### src/rtl/resp_packetizer_pkg.sv
// Shared types and constants for the response packetizer: FSM states, header
// geometry, opcode values and the payload-length clamp.
package resp_packetizer_pkg;

  localparam int         HDR_LEN  = 4;
  localparam logic [7:0] RSV_BYTE = 8'h00;

  localparam logic [7:0] OP_ECHO = 8'h00;
  localparam logic [7:0] OP_ADD  = 8'h01;
  localparam logic [7:0] OP_MUL  = 8'h02;
  localparam logic [7:0] OP_DIV  = 8'h03;

  typedef enum logic [2:0] {
    R_IDLE,
    R_HDR_OP,
    R_HDR_RSV,
    R_HDR_LSB,
    R_HDR_MSB,
    R_PAYLOAD
  } resp_state_t;

  function automatic logic [3:0] clamp_nbytes(input logic [3:0] n, input logic [3:0] max_n);
    return (n > max_n) ? max_n : n;
  endfunction

endpackage

### src/rtl/resp_packetizer_if.sv
// Upstream result handshake plus byte stream toward the UART transmitter.
// master = the environment (ALU + UART TX), slave = the packetizer.
interface resp_packetizer_if #(
  parameter int MAX_BYTES_P = 8
);
  logic [7:0]               opcode_i;
  logic [8*MAX_BYTES_P-1:0] data_i;
  logic [3:0]               nbytes_i;
  logic                     valid_i;
  logic                     ready_o;
  logic [7:0]               data_o;
  logic                     valid_o;
  logic                     ready_i;
  logic                     busy_o;

  modport master (
    output opcode_i, data_i, nbytes_i, valid_i, ready_i,
    input  ready_o, data_o, valid_o, busy_o
  );

  modport slave (
    input  opcode_i, data_i, nbytes_i, valid_i, ready_i,
    output ready_o, data_o, valid_o, busy_o
  );
endinterface

### src/rtl/resp_packetizer_shift_out_8.sv
// Parallel-in / serial-out byte shifter: loads a whole payload, then presents
// one byte at a time on byte_o, shifting right by 8 per enable.
module resp_packetizer_shift_out_8 #(
  parameter int W = 64
) (
  input  logic         clk,
  input  logic         rst,
  input  logic         ld_i,
  input  logic [W-1:0] load_i,
  input  logic         en_i,
  output logic [7:0]   byte_o
);

  logic [W-1:0] sreg_q;

  // NOTE: the data register is reset even though every read follows a load;
  // it keeps byte_o defined after reset and costs nothing on an FPGA flop.
  always_ff @(posedge clk) begin
    if (rst)       sreg_q <= '0;
    else if (ld_i) sreg_q <= load_i;
    else if (en_i) sreg_q <= sreg_q >> 8;
  end

  assign byte_o = sreg_q[7:0];

endmodule

### src/rtl/resp_packetizer.sv
// Serializes one result as OPCODE, RESERVED, LEN_LSB, LEN_MSB, payload (LE)
// toward the UART transmitter; LEN counts the four header bytes.
module resp_packetizer
  import resp_packetizer_pkg::*;
#(
  parameter int         MAX_BYTES_P = 8,
  parameter logic [7:0] RSV_BYTE_P  = RSV_BYTE
) (
  input  logic                 clk,
  input  logic                 rst,
  resp_packetizer_if.slave     bus
);

  resp_state_t state_q;
  logic [7:0]  data_q;
  logic        valid_q;
  logic [15:0] len_q;
  logic [3:0]  nbytes_q;
  logic [3:0]  cnt_q;
  logic [7:0]  pay_byte;
  logic [3:0]  nb_eff;
  logic        accept;
  logic        xfer;
  logic        shift_en;

  assign nb_eff   = clamp_nbytes(bus.nbytes_i, 4'(MAX_BYTES_P));
  assign accept   = (state_q == R_IDLE) && bus.valid_i;
  assign xfer     = valid_q && bus.ready_i;
  // The shifter advances on the same edge its low byte is copied into data_q.
  assign shift_en = xfer && ((state_q == R_HDR_MSB) || (state_q == R_PAYLOAD));

  resp_packetizer_shift_out_8 #(.W(8*MAX_BYTES_P)) u_shift (
    .clk    (clk),
    .rst    (rst),
    .ld_i   (accept),
    .load_i (bus.data_i),
    .en_i   (shift_en),
    .byte_o (pay_byte)
  );

  // NOTE: all state here uses non-blocking assignments so every register
  // samples the pre-edge values, independent of statement order.
  always_ff @(posedge clk) begin
    if (rst) begin
      state_q  <= R_IDLE;
      data_q   <= '0;
      valid_q  <= 1'b0;
      len_q    <= '0;
      nbytes_q <= '0;
      cnt_q    <= '0;
    end else begin
      case (state_q)
        R_IDLE: begin
          if (bus.valid_i) begin
            data_q   <= bus.opcode_i;
            valid_q  <= 1'b1;
            nbytes_q <= nb_eff;
            len_q    <= 16'(HDR_LEN) + 16'(nb_eff);
            cnt_q    <= '0;
            state_q  <= R_HDR_OP;
          end
        end
        R_HDR_OP: if (xfer) begin
          data_q  <= RSV_BYTE_P;
          state_q <= R_HDR_RSV;
        end
        R_HDR_RSV: if (xfer) begin
          data_q  <= len_q[7:0];
          state_q <= R_HDR_LSB;
        end
        R_HDR_LSB: if (xfer) begin
          data_q  <= len_q[15:8];
          state_q <= R_HDR_MSB;
        end
        R_HDR_MSB: if (xfer) begin
          if (nbytes_q == 4'd0) begin
            valid_q <= 1'b0;
            state_q <= R_IDLE;
          end else begin
            data_q  <= pay_byte;
            state_q <= R_PAYLOAD;
          end
        end
        R_PAYLOAD: if (xfer) begin
          if (cnt_q == nbytes_q - 4'd1) begin
            valid_q <= 1'b0;
            state_q <= R_IDLE;
          end else begin
            data_q <= pay_byte;
            cnt_q  <= cnt_q + 4'd1;
          end
        end
        default: begin
          valid_q <= 1'b0;
          state_q <= R_IDLE;
        end
      endcase
    end
  end

  assign bus.ready_o = (state_q == R_IDLE);
  assign bus.busy_o  = (state_q != R_IDLE);
  assign bus.data_o  = data_q;
  assign bus.valid_o = valid_q;

endmodule

### src/flat_wrapper.sv
// flat-port wrapper written by rule: the top's interface ports become plain ports
module resp_packetizer_flat import resp_packetizer_pkg::*;
#(
  parameter int         MAX_BYTES_P = 8,
  parameter logic [7:0] RSV_BYTE_P  = RSV_BYTE
)
  (clk, rst, bus_opcode_i, bus_data_i, bus_nbytes_i, bus_valid_i, bus_ready_i, bus_ready_o, bus_data_o, bus_valid_o, bus_busy_o);
  resp_packetizer_if #(.MAX_BYTES_P(MAX_BYTES_P)) bus_i ();
  input  logic clk;
  input  logic rst;
  input wire logic [$bits(bus_i.opcode_i)-1:0] bus_opcode_i;
  input wire logic [$bits(bus_i.data_i)-1:0] bus_data_i;
  input wire logic [$bits(bus_i.nbytes_i)-1:0] bus_nbytes_i;
  input wire logic [$bits(bus_i.valid_i)-1:0] bus_valid_i;
  input wire logic [$bits(bus_i.ready_i)-1:0] bus_ready_i;
  output wire logic [$bits(bus_i.ready_o)-1:0] bus_ready_o;
  output wire logic [$bits(bus_i.data_o)-1:0] bus_data_o;
  output wire logic [$bits(bus_i.valid_o)-1:0] bus_valid_o;
  output wire logic [$bits(bus_i.busy_o)-1:0] bus_busy_o;
  assign bus_i.opcode_i = bus_opcode_i;
  assign bus_i.data_i = bus_data_i;
  assign bus_i.nbytes_i = bus_nbytes_i;
  assign bus_i.valid_i = bus_valid_i;
  assign bus_i.ready_i = bus_ready_i;
  assign bus_ready_o = bus_i.ready_o;
  assign bus_data_o = bus_i.data_o;
  assign bus_valid_o = bus_i.valid_o;
  assign bus_busy_o = bus_i.busy_o;
  resp_packetizer #(.MAX_BYTES_P(MAX_BYTES_P), .RSV_BYTE_P(RSV_BYTE_P)) u_core (.clk(clk), .rst(rst), .bus(bus_i));
endmodule
### config.mk
export PLATFORM = sky130hd
export DESIGN_NAME = resp_packetizer_flat
export DESIGN_NICKNAME = d
export VERILOG_FILES = /design/src/rtl/resp_packetizer_pkg.sv /design/src/rtl/resp_packetizer_if.sv /design/src/rtl/resp_packetizer_shift_out_8.sv /design/src/rtl/resp_packetizer.sv /design/src/flat_wrapper.sv
export SDC_FILE = /design/constraint.sdc
export NUM_CORES = 1
export LEC_CHECK = 0
export CAP_MARGIN = 40
export CELL_PAD_IN_SITES_DETAIL_PLACEMENT = 1
export CELL_PAD_IN_SITES_GLOBAL_PLACEMENT = 2
export CORE_MARGIN = 2
export CORE_UTILIZATION = 28
export DETAILED_ROUTE_END_ITERATION = 10
export PLACE_DENSITY = 0.73
export SYNTH_ARGS = -nofsm -noshare
export SYNTH_HDL_FRONTEND = slang
export SYNTH_HIERARCHICAL = 1
export SYNTH_SLANG_ARGS = --single-unit
### constraint.sdc
create_clock -name clk -period 2 [get_ports clk]
set_clock_uncertainty 0.15 [all_clocks]
set_input_delay 0.4 -clock clk [delete_from_list [all_inputs] [get_ports clk]]
set_output_delay 0.4 -clock clk [all_outputs]
set_load 0.01 [all_outputs]
Word-level counts from Yosys, hierarchy flattened
Index checks and enable logic that the tools add are counted.
{ "word_totals": {"ff_bits": 100, "input_bits": 80, "output_inout_bits": 11, "wordCells": 75} }
{ "op_classes": {"add_sub_neg": 3, "n_lt_le_gt_ge": 1, "n_eq_ne": 16, "mux": 31, "bitwise": 1, "n_reduce_logical": 16} }
{ "ops": {"columns": ["cell", "n"], "rows": [
  ["$mux 64", 2],
  ["$mux 8", 8],
  ["$pmux 8 s6", 1],
  ["$mux 3", 8],
  ["$pmux 3 s6", 1],
  ["$mux 4", 4],
  ["$ne 2x1->1 const B", 5],
  ["$ne 2x2->1 const B", 5],
  ["$reduce_and 9->1", 1],
  ["$pmux 4 s2", 1],
  ["$reduce_and 7->1", 1],
  ["$eq 3x2->1 const B", 2],
  ["$eq 3x3->1 const B", 2],
  ["$reduce_and 6->1", 1],
  ["$reduce_bool 6->1", 1],
  ["$add 3x4->5 const A", 1],
  ["$mux 1", 5],
  ["$add 4x1->4 const B", 1],
  ["$eq 4x4->1", 1],
  ["$gt 4x4->1 const B", 1],
  ["$logic_not 4->1", 1],
  ["$pmux 1 s4", 1],
  ["$reduce_and 4->1", 1],
  ["$reduce_bool 2->1", 2],
  ["other kinds (9)", 11]
]} }

Depth between registers and ports, before layout
{ "depth": {"ltp_word": 5, "mapped_depth": 9} }

Cells and area by module
The synthesis kept the hierarchy.
{ "modules_own_cells": {"columns": ["module", "instances", "cells_per_inst", "area_each_um2", "seq_area_each_um2"], "rows": [
  ["resp_packetizer_shift_out_8", 1, 293, 2995.4, 1281.2],
  ["resp_packetizer", 1, 173, 1415.1, 460.4]
]} }

Worst setup path before layout
OpenSTA, ideal clock, no wires.
{ "synth_path": {"kind": "reg-to-reg", "from": "reg u_core.state_q[1]", "to": "reg u_core.u_shift.sreg_q[16]", "t_arrival_ps": 1821, "t_required_ps": 1764, "setup_slack_ps": -57, "path_stages_with_launch": 10, "path_buffers": 5, "cell_sequence": "dfxtp_1 -> buf_6 -> or4b_1 -> buf_6 -> inv_4 -> buf_6 -> inv_1 -> buf_2 -> buf_2 -> a211oi_1"} }
{ "synth_between": {"elab_cells_between_ends": 8} }
{ "synth_rtl": {"columns": ["element", "line", "rtl"], "rows": [
  ["start, declared", "resp_packetizer.sv:14", "resp_state_t state_q;"],
  ["start signal, assigned", "resp_packetizer.sv:45", "state_q <= R_IDLE;"],
  ["start signal, assigned", "resp_packetizer.sv:60", "state_q <= R_HDR_OP;"],
  ["start signal, assigned", "resp_packetizer.sv:65", "state_q <= R_HDR_RSV;"],
  ["$logic_not 3->1 (*)", "resp_packetizer.sv:27", "assign accept = (state_q == R_IDLE) && bus.valid_i;"],
  ["$logic_and 1x1->1 (*)", "resp_packetizer.sv:27", null],
  ["named net u_core.accept", "resp_packetizer.sv:22", "logic accept;"],
  ["$mux 64 / $reduce_bool 2->1 (equally long branches)", null, null],
  ["end signal, assigned", "resp_packetizer_shift_out_8.sv:20", "else if (ld_i) sreg_q <= load_i;"],
  ["end signal, assigned", "resp_packetizer_shift_out_8.sv:21", "else if (en_i) sreg_q <= sreg_q >> 8;"],
  ["end, declared", "resp_packetizer_shift_out_8.sv:14", "logic [W-1:0] sreg_q;"]
]} }
Mark *: on every way through the listed nets, which the timed path passes. The rest lies on a longest branch.
A chain may end at the register's enable or synchronous reset.

Worst setup path in the final report
{ "layout_path": {"from": "reg u_core.state_q[1]", "to": "out bus_ready_o"} }
{ "layout_between": {"elab_chain_len": 1} }
{ "layout_rtl": {"columns": ["element", "line", "rtl"], "rows": [
  ["$logic_not 3->1", "resp_packetizer.sv:101", "assign bus.ready_o = (state_q == R_IDLE);"],
  ["end, declared", "flat_wrapper.sv:16", "output wire logic [$bits(bus_i.ready_o)-1:0] bus_ready_o;"]
]} }
Every way passes these cells.

==> run_results.csv <==
group,metric,value,unit
finish,multi_input_area,2530,µm²
finish,post_layout_nonfiller_instances,778,
placed_design,buffer_ports.inserted,90,
pwr,ir_drop,0.457,mV
worst_setup_path,worstPathArrival,1380,ps
drt,routed_wire_length_per_instance,16.1,µm
logic_synthesis,synth-seq-cells,87,
finish,syn2layout_area_growth,43.4,%
placed_design,detailedPlace.worstSlack,-476,ps
drt,remaining_drc_errors,0,
sta,fin_ws,66.0,ps
min_path,hold_path.startpoint,"u_core/len_q[4]",
pwr,total_leakage_power,2.17,nW
logic_synthesis,syn-mean-instance-area,9.46,µm²
min_path,hold-path-cell-count,1,
cts,cts-hold-fix-buffers,0,
sta,worst_slew_margin_rel,0.668,
sta,layout_worst_path_cycle_share,0.967,
finish,flip_flop_and_latch_area,1750,µm²
cts,cts.reportedPaths.clkPinSlew,60,ps
floorplan,die_width,130,µm
cts,clock_latency,340,ps
run_status,outcome,"finished, final reports clean",
sta,final.setup.tns,0,ps
drt,via_density,4.83,
cts,tritoncts,"yes",
drt,postRouteAntennaNets,0,
cts,ctsHtreeMaxLevel,3,
logic_synthesis,yosysWarnings,6,
placed_design,place.detailed.instances,759,
sta,finalSetupViolations,0,
run,cap_viol_max_count,0,
logic_synthesis,ys_dominant_reg_cell,"sky130_fd_sc_hd__dfxtp_1",
floorplan,die_height,130,µm
worst_setup_path,timing.critical_path.to_type,"output pin",
min_path,hp-class,"reg2reg",
sta,worstMarginPinSlew,498,ps
grt,first_global_vias,3959,
placed_design,gp_congestion,0.775,
cts,cts_num_sinks,87,
worst_setup_path,reg2reg_setup_slack,80,ps
floorplan,i_o_pin_count,91,
drt,finalWirelength,12600,µm
floorplan,fp-row-count,45,
drt,vias,3756,
logic_synthesis,synth_cell_type_count,51,
worst_setup_path,crit_path_max_cell_delay,390,ps
cts,maximum_number_of_buffers_from_clock_root_to_sink,2,
min_path,worstHoldEndpoint,"u_core/len_q[4]",
worst_setup_path,rr_startpoint,"u_core/nbytes_q[0]",
placed_design,place.detailed.hpwl,9080,µm
worst_setup_path,timing.critical_path.cells,"or3_1, inv_1, dlygate4sd2_1",
worst_setup_path,timing.setup.critical_path_class,"reg2out",
sta,rsz_0062_raised_after_global_routing,"yes",
floorplan,dieArea,16800,µm²
finish,final_layout_size_suffix_gt1_frac,0.199,
floorplan,start_util,0.288,
worst_setup_path,worst-endpoint-required,1450,ps
sta,final-max-slew-violation-count,0,
sta,whs,329,ps
logic_synthesis,ys_seq_area_frac,0.395,
worst_setup_path,critical-path-slowest-cell,"sky130_fd_sc_hd__or3_1",
worst_setup_path,worst-r2r-cell-count,9,
finish,n_antenna_cell,0,
worst_setup_path,worstSetupStartpointType,"register",
grt,grt-ovfl-total,0,
pwr,p_total,0.00569,W
grt,grt_antenna_before_repair,0,
cts,numCtsBuffers,9,
sta,maxClockFrequency,517,MHz
finish,final_net_count,647,
floorplan,design.core.area,15300,µm²
worst_setup_path,crit_fanout,5,
logic_synthesis,synth_nets,549,
pwr,powerDensity,899,nW/µm²
grt,grt_first_pass_wirelength,19800,µm
logic_synthesis,postSynthCellCount,466,
grt,grt_util_all_layers,0.150,
drt,first_pass_iters,4,
cts,clock_tree.root_cell,"sky130_fd_sc_hd__clkbuf_16",
logic_synthesis,count_of_flip_flops_with_a_built_in_enable_after_synthesis,0,
logic_synthesis,synthesis.area,4410,µm²
grt,largest_net_degree_at_the_start_of_global_routing,45,
logic_synthesis,synth_async_sr_flop_share,0,
worst_setup_path,crit-reg2reg-capture,"u_core/bus.data_o[7]",
sta,finalHoldViolations,0,
finish,layout.filler_cells,1716,
drt,detail_route.iter0.violations,171,
sta,post-route-min-period,1930,ps
## where the power goes
group,internal [W],switching (W),total [W]
Combinational,0.000811,0.000700,0.00151
Sequential,0.00199,0.000167,0.00215
Clock,0.00133,0.000689,0.00202
## how the worst max path moves through the flow
stage                             startpoint                         to  slack, ps  cells past startpoint
after global routing      u_core/nbytes_q[1]            u_core/cnt_q[1]        -40                      8
final                      u_core/state_q[1]                bus_ready_o         70                      3
after global placement           bus_valid_i            u_core/cnt_q[2]       -420                      7
after CTS                 u_core/nbytes_q[0]       u_core/bus.data_o[5]          6                      9
after floorplan           u_core/nbytes_q[0]            u_core/cnt_q[0]         10                      7
after detailed placement         bus_valid_i  u_core/u_shift/sreg_q[35]       -480                      6
## metrics by stage
stage,instance area [µm²],utilization
after global routing,6330,0.413
after floorplan,4430,-
after detailed placement,5690,0.371
after global placement,5690,0.371
after CTS,6050,0.395
final,6330,0.413
## metal layers
metal / track usage / routed length [µm] / up-vias / part of all wire
met5: 0 / 0 / - / 0
met4: 0.0531 / 195 / 0 / 0.016
met3: 0.0198 / 397 / 15 / 0.032
met2: 0.253 / 6150 / 69 / 0.49
met1: 0.197 / 5800 / 1798 / 0.46
li1: - / - / 1874 / -
## final cells by class
| type | instances | area share |
|---|---|---|
| inverters | 6 | 0.00494 |
| well taps | 211 | 0.0417 |
| clock inverters | 4 | 0.0190 |
| repair buffers | 136 | 0.222 |
| multi-input cells | 324 | 0.400 |
| flip-flops and latches | 87 | 0.277 |
| clock buffers | 10 | 0.0362 |
## kinds of logic (layout without fill, tap and decap cells)
kind of cell,after synthesis,count (layout),synth area share
AND/OR/NAND/NOR,135,135,0.179
AO/OA/AOI/OAI,122,122,0.194
flip-flops,87,87,0.395
multiplexers,58,58,0.132
buffers and inverters,55,156,0.0760
XOR/XNOR,6,6,0.0153
adder cells (fa/ha/maj),3,3,0.00851
## cell usage in the layout (no fill, tap or decap), types with 4 or more instances in the layout
| master | Yosys | routed |
|---|---|---|
| sky130_fd_sc_hd__a211oi_1 | 56 | 39 |
| sky130_fd_sc_hd__dfxtp_1 | 87 | 81 |
| sky130_fd_sc_hd__mux2i_1 | 57 | 54 |
| sky130_fd_sc_hd__buf_12 | 0 | 10 |
| sky130_fd_sc_hd__a221oi_1 | 5 | 5 |
| sky130_fd_sc_hd__a22oi_1 | 8 | 8 |
| sky130_fd_sc_hd__nand3_1 | 8 | 7 |
| sky130_fd_sc_hd__nor2b_1 | 58 | 57 |
| sky130_fd_sc_hd__nor2_1 | 10 | 10 |
| sky130_fd_sc_hd__a211oi_2 | 0 | 17 |
| sky130_fd_sc_hd__nor3_1 | 7 | 7 |
| sky130_fd_sc_hd__nand2_1 | 22 | 21 |
| sky130_fd_sc_hd__clkdlybuf4s50_1 | 0 | 85 |
| sky130_fd_sc_hd__dfxtp_2 | 0 | 6 |
| sky130_fd_sc_hd__o21ai_1 | 2 | 4 |
| sky130_fd_sc_hd__or3b_1 | 6 | 6 |
| sky130_fd_sc_hd__buf_4 | 9 | 30 |
| sky130_fd_sc_hd__o21ai_0 | 6 | 4 |
| sky130_fd_sc_hd__bufinv_16 | 0 | 4 |
| sky130_fd_sc_hd__clkbuf_16 | 0 | 10 |
| sky130_fd_sc_hd__a21oi_1 | 31 | 29 |
## registers in the layout, summed over array words and instances, names as in the netlist
name and cells:
u_core/u_shift/sreg_q 64, u_core/bus.data_o 8, u_core/cnt_q 4, u_core/nbytes_q 4, u_core/len_q 3, u_core/state_q 3, u_core/bus.valid_o 1
## timing repair
item | CTS | global route
resized for setup | 7 | 56
hold endpoints to repair | 0 | 0
pin swaps | 1 | 3
buffers inserted | 0 | 3
endpoints found under the setup margin | 63 | 70
cloned | 0 | 2
## cell usage after synthesis (6+ instances only)
| library cell | instances | area, µm² |
|---|---|---|
| sky130_fd_sc_hd__dfxtp_1 | 87 | 1740 |
| sky130_fd_sc_hd__nor2b_1 | 58 | 363 |
| sky130_fd_sc_hd__mux2i_1 | 57 | 571 |
| sky130_fd_sc_hd__a211oi_1 | 56 | 420 |
| sky130_fd_sc_hd__a21oi_1 | 31 | 155 |
| sky130_fd_sc_hd__nand2_1 | 22 | 82.6 |
| sky130_fd_sc_hd__clkbuf_1 | 20 | 75.1 |
| sky130_fd_sc_hd__buf_6 | 11 | 124 |
| sky130_fd_sc_hd__nor2_1 | 10 | 37.5 |
| sky130_fd_sc_hd__buf_4 | 9 | 67.6 |
| sky130_fd_sc_hd__a22oi_1 | 8 | 60.1 |
| sky130_fd_sc_hd__buf_2 | 8 | 40.0 |
| sky130_fd_sc_hd__nand3_1 | 8 | 40.0 |
| sky130_fd_sc_hd__nor3_1 | 7 | 35.0 |
| sky130_fd_sc_hd__o21ai_0 | 6 | 30.0 |
| sky130_fd_sc_hd__or3b_1 | 6 | 52.6 |
## worst max-delay path, delay by kind of cell, from the launching register on
| kind | cells | cell delay, ps |
|---|---|---|
| simple gates | 1 | 390 |
| buf+inv | 2 | 320 |
| flops | 1 | 340 |
Power figures use the tool's default switching activity.
